$ cat config.mk
export PLATFORM = sky130hd
export DESIGN_NAME = fxp_mult_pipe
export DESIGN_NICKNAME = d
export VERILOG_FILES = /design/src/rtl/fxp_pkg.sv /design/src/rtl/fxp_round_sat.sv /design/src/rtl/fxp_mult_pipe.sv
export SDC_FILE = /design/constraint.sdc
export NUM_CORES = 2
export LEC_CHECK = 0
export CAP_MARGIN = 25
export CORE_MARGIN = 8
export CORE_UTILIZATION = 52
export DETAILED_ROUTE_END_ITERATION = 6
export PLACE_DENSITY = 0.68
export REMOVE_ABC_BUFFERS = 1
export SLEW_MARGIN = 40
export SYNTH_ARGS = -nofsm -noshare
export SYNTH_HDL_FRONTEND = slang
export SYNTH_HIERARCHICAL = 1
export SYNTH_SLANG_ARGS = --single-unit
$ cat constraint.sdc
create_clock -name clk -period 3.3 [get_ports clk]
set_clock_uncertainty 0.15 [all_clocks]
set_input_delay 0.66 -clock clk [delete_from_list [all_inputs] [get_ports clk]]
set_output_delay 0.66 -clock clk [all_outputs]
set_load 0.03 [all_outputs]
$ cat src/rtl/fxp_pkg.sv
// Shared definitions for the pipelined fixed-point multiplier: rounding/overflow mode
// encodings and helpers that build the signed range limits for a given result width.
package fxp_pkg;

    localparam logic RND_TRUNC   = 1'b0;
    localparam logic RND_HALF_UP = 1'b1;
    localparam logic OVF_WRAP    = 1'b0;
    localparam logic OVF_SAT     = 1'b1;

    // Helpers return a wide vector; callers keep only the low w bits.
    localparam int FXP_MAX_W = 128;

    function automatic logic [FXP_MAX_W-1:0] fxp_signed_max(input int w);
        logic [FXP_MAX_W-1:0] v;
        v = '0;
        for (int i = 0; i < FXP_MAX_W; i++) begin
            if (i < w - 1) begin
                v[i] = 1'b1;
            end
        end
        return v;
    endfunction

    function automatic logic [FXP_MAX_W-1:0] fxp_signed_min(input int w);
        logic [FXP_MAX_W-1:0] v;
        v = '0;
        for (int i = 0; i < FXP_MAX_W; i++) begin
            if (i == w - 1) begin
                v[i] = 1'b1;
            end
        end
        return v;
    endfunction

endpackage

$ cat src/rtl/fxp_round_sat.sv
// Final-stage arithmetic: takes the full-width signed product, optionally rounds half up,
// drops the fractional bits and either wraps or clamps the result, flagging any overflow.
module fxp_round_sat
    import fxp_pkg::*;
#(
    parameter int DATA_WIDTH = 32,
    parameter int FRAC_BITS  = 12
) (
    input  logic signed [2*DATA_WIDTH-1:0] product,
    input  logic                           round_en,
    input  logic                           sat_en,
    output logic        [DATA_WIDTH-1:0]   result,
    output logic                           ovf
);

    localparam int PW = 2 * DATA_WIDTH;

    localparam logic [FXP_MAX_W-1:0]  MAX_FULL = fxp_signed_max(DATA_WIDTH);
    localparam logic [FXP_MAX_W-1:0]  MIN_FULL = fxp_signed_min(DATA_WIDTH);
    localparam logic [DATA_WIDTH-1:0] MAX_VAL  = MAX_FULL[DATA_WIDTH-1:0];
    localparam logic [DATA_WIDTH-1:0] MIN_VAL  = MIN_FULL[DATA_WIDTH-1:0];

    localparam logic signed [PW-1:0] HALF_LSB = {{(PW-1){1'b0}}, 1'b1} << (FRAC_BITS - 1);

    logic signed [PW-1:0]         rounded;
    logic signed [PW-1:0]         shifted;
    logic        [PW-DATA_WIDTH:0] upper;

    // The result fits only if every bit from the result sign bit upward is identical.
    always_comb begin
        rounded = (round_en == RND_HALF_UP) ? product + HALF_LSB : product;
        shifted = rounded >>> FRAC_BITS;
        upper   = shifted[PW-1:DATA_WIDTH-1];
        ovf     = !((&upper) || !(|upper));
        result  = shifted[DATA_WIDTH-1:0];
        if (ovf && (sat_en == OVF_SAT)) begin
            result = shifted[PW-1] ? MIN_VAL : MAX_VAL;
        end
    end

endmodule

$ cat src/rtl/fxp_mult_pipe.sv
// Pipelined signed fixed-point multiplier with valid/ready flow control, per-transaction
// round/saturate modes and a saturating count of overflowing results.
module fxp_mult_pipe
    import fxp_pkg::*;
#(
    parameter int DATA_WIDTH = 32,
    parameter int FRAC_BITS  = 12,
    parameter int STAGES     = 2,
    parameter int CNT_WIDTH  = 16
) (
    input  logic                  clk,
    input  logic                  rst,
    input  logic                  in_valid,
    output logic                  in_ready,
    input  logic [DATA_WIDTH-1:0] a,
    input  logic [DATA_WIDTH-1:0] b,
    input  logic                  round_en,
    input  logic                  sat_en,
    output logic                  out_valid,
    input  logic                  out_ready,
    output logic [DATA_WIDTH-1:0] out,
    output logic                  ovf,
    output logic [CNT_WIDTH-1:0]  ovf_count,
    input  logic                  cnt_clr
);

    localparam int PW = 2 * DATA_WIDTH;

    logic                  advance;
    logic                  accept;
    logic signed [PW-1:0]  a_ext;
    logic signed [PW-1:0]  b_ext;
    logic signed [PW-1:0]  product_in;

    logic                  fin_valid;
    logic signed [PW-1:0]  fin_product;
    logic                  fin_round;
    logic                  fin_sat;

    logic [DATA_WIDTH-1:0] rs_result;
    logic                  rs_ovf;

    logic                  out_valid_q, out_valid_d;
    logic [DATA_WIDTH-1:0] out_q, out_d;
    logic                  ovf_q, ovf_d;
    logic [CNT_WIDTH-1:0]  cnt_q, cnt_d;

    // One stall signal freezes every stage, so nothing is lost or duplicated under back-pressure.
    assign advance    = !(out_valid_q && !out_ready);
    assign in_ready   = advance;
    assign accept     = in_valid && advance;
    assign a_ext      = {{DATA_WIDTH{a[DATA_WIDTH-1]}}, a};
    assign b_ext      = {{DATA_WIDTH{b[DATA_WIDTH-1]}}, b};
    assign product_in = a_ext * b_ext;

    if (STAGES == 1) begin : g_direct
        assign fin_valid   = accept;
        assign fin_product = product_in;
        assign fin_round   = round_en;
        assign fin_sat     = sat_en;
    end else begin : g_pipe
        localparam int NP = STAGES - 1;

        logic [NP-1:0]         vld_q, vld_d;
        logic [NP-1:0]         rnd_q, rnd_d;
        logic [NP-1:0]         sat_q, sat_d;
        logic [NP-1:0][PW-1:0] prod_q, prod_d;

        // Product stage followed by plain register stages; modes travel with their operands.
        always_comb begin
            vld_d  = vld_q;
            rnd_d  = rnd_q;
            sat_d  = sat_q;
            prod_d = prod_q;
            if (advance) begin
                vld_d[0] = accept;
                if (accept) begin
                    prod_d[0] = product_in;
                    rnd_d[0]  = round_en;
                    sat_d[0]  = sat_en;
                end
                for (int i = 1; i < NP; i++) begin
                    vld_d[i] = vld_q[i-1];
                    if (vld_q[i-1]) begin
                        prod_d[i] = prod_q[i-1];
                        rnd_d[i]  = rnd_q[i-1];
                        sat_d[i]  = sat_q[i-1];
                    end
                end
            end
        end

        always_ff @(posedge clk or negedge rst) begin
            if (!rst) begin
                vld_q  <= '0;
                rnd_q  <= '0;
                sat_q  <= '0;
                prod_q <= '0;
            end else begin
                vld_q  <= vld_d;
                rnd_q  <= rnd_d;
                sat_q  <= sat_d;
                prod_q <= prod_d;
            end
        end

        assign fin_valid   = vld_q[NP-1];
        assign fin_product = prod_q[NP-1];
        assign fin_round   = rnd_q[NP-1];
        assign fin_sat     = sat_q[NP-1];
    end

    fxp_round_sat #(
        .DATA_WIDTH (DATA_WIDTH),
        .FRAC_BITS  (FRAC_BITS)
    ) u_round_sat (
        .product  (fin_product),
        .round_en (fin_round),
        .sat_en   (fin_sat),
        .result   (rs_result),
        .ovf      (rs_ovf)
    );

    // Output register keeps its last data when a bubble arrives; clear beats a same-cycle count.
    always_comb begin
        out_valid_d = out_valid_q;
        out_d       = out_q;
        ovf_d       = ovf_q;
        if (advance) begin
            out_valid_d = fin_valid;
            if (fin_valid) begin
                out_d = rs_result;
                ovf_d = rs_ovf;
            end
        end
        cnt_d = cnt_q;
        if (cnt_clr) begin
            cnt_d = '0;
        end else if (out_valid_q && out_ready && ovf_q && !(&cnt_q)) begin
            cnt_d = cnt_q + 1'b1;
        end
    end

    always_ff @(posedge clk or negedge rst) begin
        if (!rst) begin
            out_valid_q <= 1'b0;
            out_q       <= '0;
            ovf_q       <= 1'b0;
            cnt_q       <= '0;
        end else begin
            out_valid_q <= out_valid_d;
            out_q       <= out_d;
            ovf_q       <= ovf_d;
            cnt_q       <= cnt_d;
        end
    end

    assign out_valid = out_valid_q;
    assign out       = out_q;
    assign ovf       = ovf_q;
    assign ovf_count = cnt_q;

endmodule

# [Word level (Yosys, flattened, before mapping)]
# Index checks and enable logic that the tools add are counted.
[op_classes] reduce_logical=18 order_cmp=0 multipliers=1 bitwise_logic=1 div=0 n_mux=5 shifts=0 n_eq_ne=0 addsub=2
[ops] operator="64-bit by 13-bit adder with 64-bit output (second input constant)" count=1
[ops] operator="32-bit by 32-bit multiplier with 64-bit output" count=1
[ops] operator="32-bit two-way mux" count=2
[ops] operator="64-bit two-way mux" count=1
[ops] operator="16-bit two-way mux" count=2
[ops] operator="21-bit AND reduction" count=1
[ops] operator="21-bit OR reduction" count=1
[ops] operator="16-bit by 1-bit adder with 16-bit output (second input constant)" count=1
[ops] operator="16-bit AND reduction" count=1
[ops] operator="1-bit logical AND" count=6
[ops] operator="1-bit zero test" count=5
[ops] operator="2-bit AND reduction" count=2
[ops] operator="2-bit nonzero test" count=1
[ops] operator="1-bit logical OR" count=1
[ops] operator="1-bit inverter" count=1
[totals] rom_bits=0 n_memories=0 output_inout_bits=51 latch_bits=0 register_bits=117 mem_bits_rw=0 in_bits=71

# [Longest topological paths before layout]
[depth] depth_word=8 ltp_mapped=29 depth_no_buf=28

# [Hierarchy]
# Netlist, hierarchy kept.
[by_module_without_submodules] mod="fxp_mult_pipe" cells_per_inst=4256 instances=1 area_per_inst_um2=40563.9
[by_module_without_submodules] mod="fxp_round_sat" cells_per_inst=272 instances=1 area_per_inst_um2=1961.9

# [Worst setup path after synthesis]
# OpenSTA, ideal clock, no wires.
[synth_timing] path_type="input to register" startpoint="in a[31]" endpoint="reg g_pipe.prod_q, in the netlist fin_product[61]" cell_stages=28 setup_slack_ps=-4817 arrival_ps=7837 t_required_ps=3019 cell_sequence="clkbuf_1 > nand2_1 > inv_1 > fa_1 > inv_1 > fa_1 > inv_1 > fa_1 > fa_1 > inv_1 > fa_1 > inv_1 > fa_1 > inv_1 > fa_1 > inv_1 > fa_1 > ha_1 > a21o_1 > a21o_1 > a21o_1 > a21o_1 > a21oi_1 > o21bai_1 > a21o_1 > a41oi_1 > xor2_1 > o21ai_1"
[synth_via] elab_chain_len=1
[synth_rtl] element="start: declaration" line_no="fxp_mult_pipe.sv:15" text="input logic [DATA_WIDTH-1:0] a,"
[synth_rtl] element="32-bit by 32-bit multiplier with 64-bit output" line_no="fxp_mult_pipe.sv:54" text="assign product_in = a_ext * b_ext;"
[synth_rtl] element="end signal: assignment" line_no="fxp_mult_pipe.sv:103" text="prod_q <= prod_d;"
[synth_rtl] element="end: declaration" line_no="fxp_mult_pipe.sv:67" text="logic [NP-1:0][PW-1:0] prod_q, prod_d;"
# Every way passes these cells.
# A chain may end at the register's enable or synchronous reset.

# [Worst setup path after layout]
[layout_timing] startpoint="in a[8]" endpoint="reg g_pipe.prod_q, in the netlist fin_product[54]"
# Same word-level chain as after synthesis.

==> impl_metrics.csv <==
group,metric,value,unit
final_layout,layout_commonest_cell,"fa_1",
die,die_h,300,um
die,initial_core_util,0.524,
clocking,clock-sinks,106,
place,numPortBuffers,121,
sta,clock.fmax,128,MHz
sta,worst_pin_slew,0.582,ns
sta,rsz0062_at_grt,"true",
setup_path,crit_cells,26,
drt,antenna_left,0,
clocking,root_buffer,"clkbuf_16",
final_layout,nets,6529,
global_route,grt_util_met2,0.512,
drt,vias,34600,
global_route,grt_use_met3,0.0815,
sta,min_period_over_period,2.36,
global_route,top_usage_layer,"met2",
setup_path,cpLargestDelayFamily,"adder cells",
drt,wl,142,mm
setup_path,start_kind,"input port",
setup_path,crit_required,3.42,ns
global_route,grt_antenna_before_repair,15,
setup_path,cp_slowest_cell,"fa_2",
synthesis,syn_area_per_cell,9.39,um2
clocking,numCtsBuffers,9,
die,dieArea,90300,um2
sta,fin_ws,-4.50,ns
clocking,clock_path_buffers,2,
final_layout,synthToLayoutAreaGrowth,30.9,%
drt,vias_per_cell,5.53,
setup_path,crit_top_cell,"fa_2",
setup_path,critical-path-max-stage-delay,0.62,ns
place,hpwl,94.0,mm
clocking,clkSlewWorstSetupHoldPaths,0.09,ns
global_route,grtUsageMet1,0.368,
synthesis,synth_cells,4480,
setup_path,critical_path_class,"in -> reg",
die,row_count,104,
sta,drv_slew,0,
drt,drc,0,
synthesis,yosysWarnings,6,
clocking,htree_levels,3,
status,violations,"negative setup slack",
place,place_area,48900,um2
drt,drt-initial-drc-count,2509,
global_route,grt.overflow.total,0,
drt,drt-wirelength-per-cell,22.6,um
clocking,cts_hold_buf,0,
final_layout,drive_gt1_frac,0.263,
drt,dr.pass1.iters,5,
global_route,grt_pass1_vias,38100,
sta,setup_violations,84,
die,ioPinCount,122,
setup_path,crit_path_end_kind,"register",
hold_path,hold_path.class,"in -> async",
final_layout,final_cell_mix,"fa_1, inv_1, nand2_1, buf_4, and2_1",
global_route,grt_pass1_wl,216,mm
setup_path,ff2ff_path_depth,17,
place,gp_congestion,0.913,
global_route,grt_usage,0.309,
global_route,grt_max_degree,63,
setup_path,cp_data_arrival_time,7.92,ns
die,coreArea,80300,um2
synthesis,synth_area,42100,um2
clocking,cts_tree,"yes",
setup_path,cp_max_fo,6,
die,dieWidth,300,um
final_layout,final_area,55100,um2
sta,hold_violations,0,
status,status,"finished, violations left",
sta,max_slew_margin,0.611,
sta,fin_crit,7.80,ns
job,cap_violations,0,
clocking,clock_latency,0.38,ns
setup_path,crit_buf_inv,6,
## through the flow
step	util	setup slack, ns	cells	setup TNS, ns	hold slack, ns
global route	0.686	-4.72	6255	-228.72	0.140
detailed placement	0.609	-5.33	5986	-255.43	0.325
global placement	0.609	-5.26	5986	-251.44	0.315
CTS	0.669	-4.41	6202	-208.95	0.124
floorplan	-	-4.65	4236	-207.91	0.214
finish	0.686	-4.50	6261	-216.20	0.113
## sequential cells by signal, indices dropped and copies added, names as in the netlist
signal       count
fin_sat          1
fin_round        1
ovf              1
out_valid        1
out             32
fin_product     53
fin_valid        1
ovf_count       16
## final cells by class
| type | count | area [um2] |
|---|---|---|
| multi-input cells | 3127 | 36700 |
| fillers | 5741 | 25200 |
| repair buffers | 943 | 10300 |
| inverters | 1003 | 3770 |
| flip-flops and latches | 106 | 2660 |
| well taps | 1060 | 1330 |
| clock buffers | 9 | 225 |
| clock inverters | 6 | 60.1 |
| diodes | 7 | 17.5 |
## path summary, 6_finish.rpt
path / startpoint / to / slack, ns
setup / recovery: a[8] / fin_product[54]$_DFFE_PN0P_ / -4.50
setup reg to reg: fin_product[12]$_DFFE_PN0P_ / out[22]$_DFFE_PN0P_ / -0.24
max in group asynchronous: rst / out[19]$_DFFE_PN0P_ / 2.06
hold / removal: rst / ovf_count[15]$_DFFE_PN0P_ / 0.11
hold reg to reg: fin_valid$_DFFE_PN0N_ / out_valid$_DFFE_PN0N_ / 0.33
min in group clk: fin_valid$_DFFE_PN0N_ / out_valid$_DFFE_PN0N_ / 0.33
## metal layers
layer	vias to the layer above	part of all wire
li1	14600	-
met1	17700	0.35
met2	1729	0.48
met3	602	0.098
met4	10	0.071
met5	-	0.00050
## worst reg2reg max path: stages (launching register included)
cell	delay [ns]
dfrtp_2	0.42
buf_6	0.12
nand3_4	0.06
buf_6	0.12
or2_4	0.26
nor3_4	0.29
buf_6	0.16
and4_1	0.19
a21oi_2	0.05
a2111oi_4	0.36
nand4_1	0.26
o211ai_4	0.16
buf_12	0.16
buf_8	0.12
buf_12	0.10
buf_16	0.11
a21oi_2	0.06
mux2_2	0.26
## what timing repair did
action | 4_1_cts | 5_1_grt
endpoints found under the hold margin | 0 | 0
cloned | 53 | 6
resized for setup | 763 | 254
buffers inserted | 160 | 54
setup endpoints to repair | 84 | 85
pin swaps | 317 | 231
Power is not shown: default switching activity piles up to over one toggle a cycle in this logic, so the estimate is an artifact.
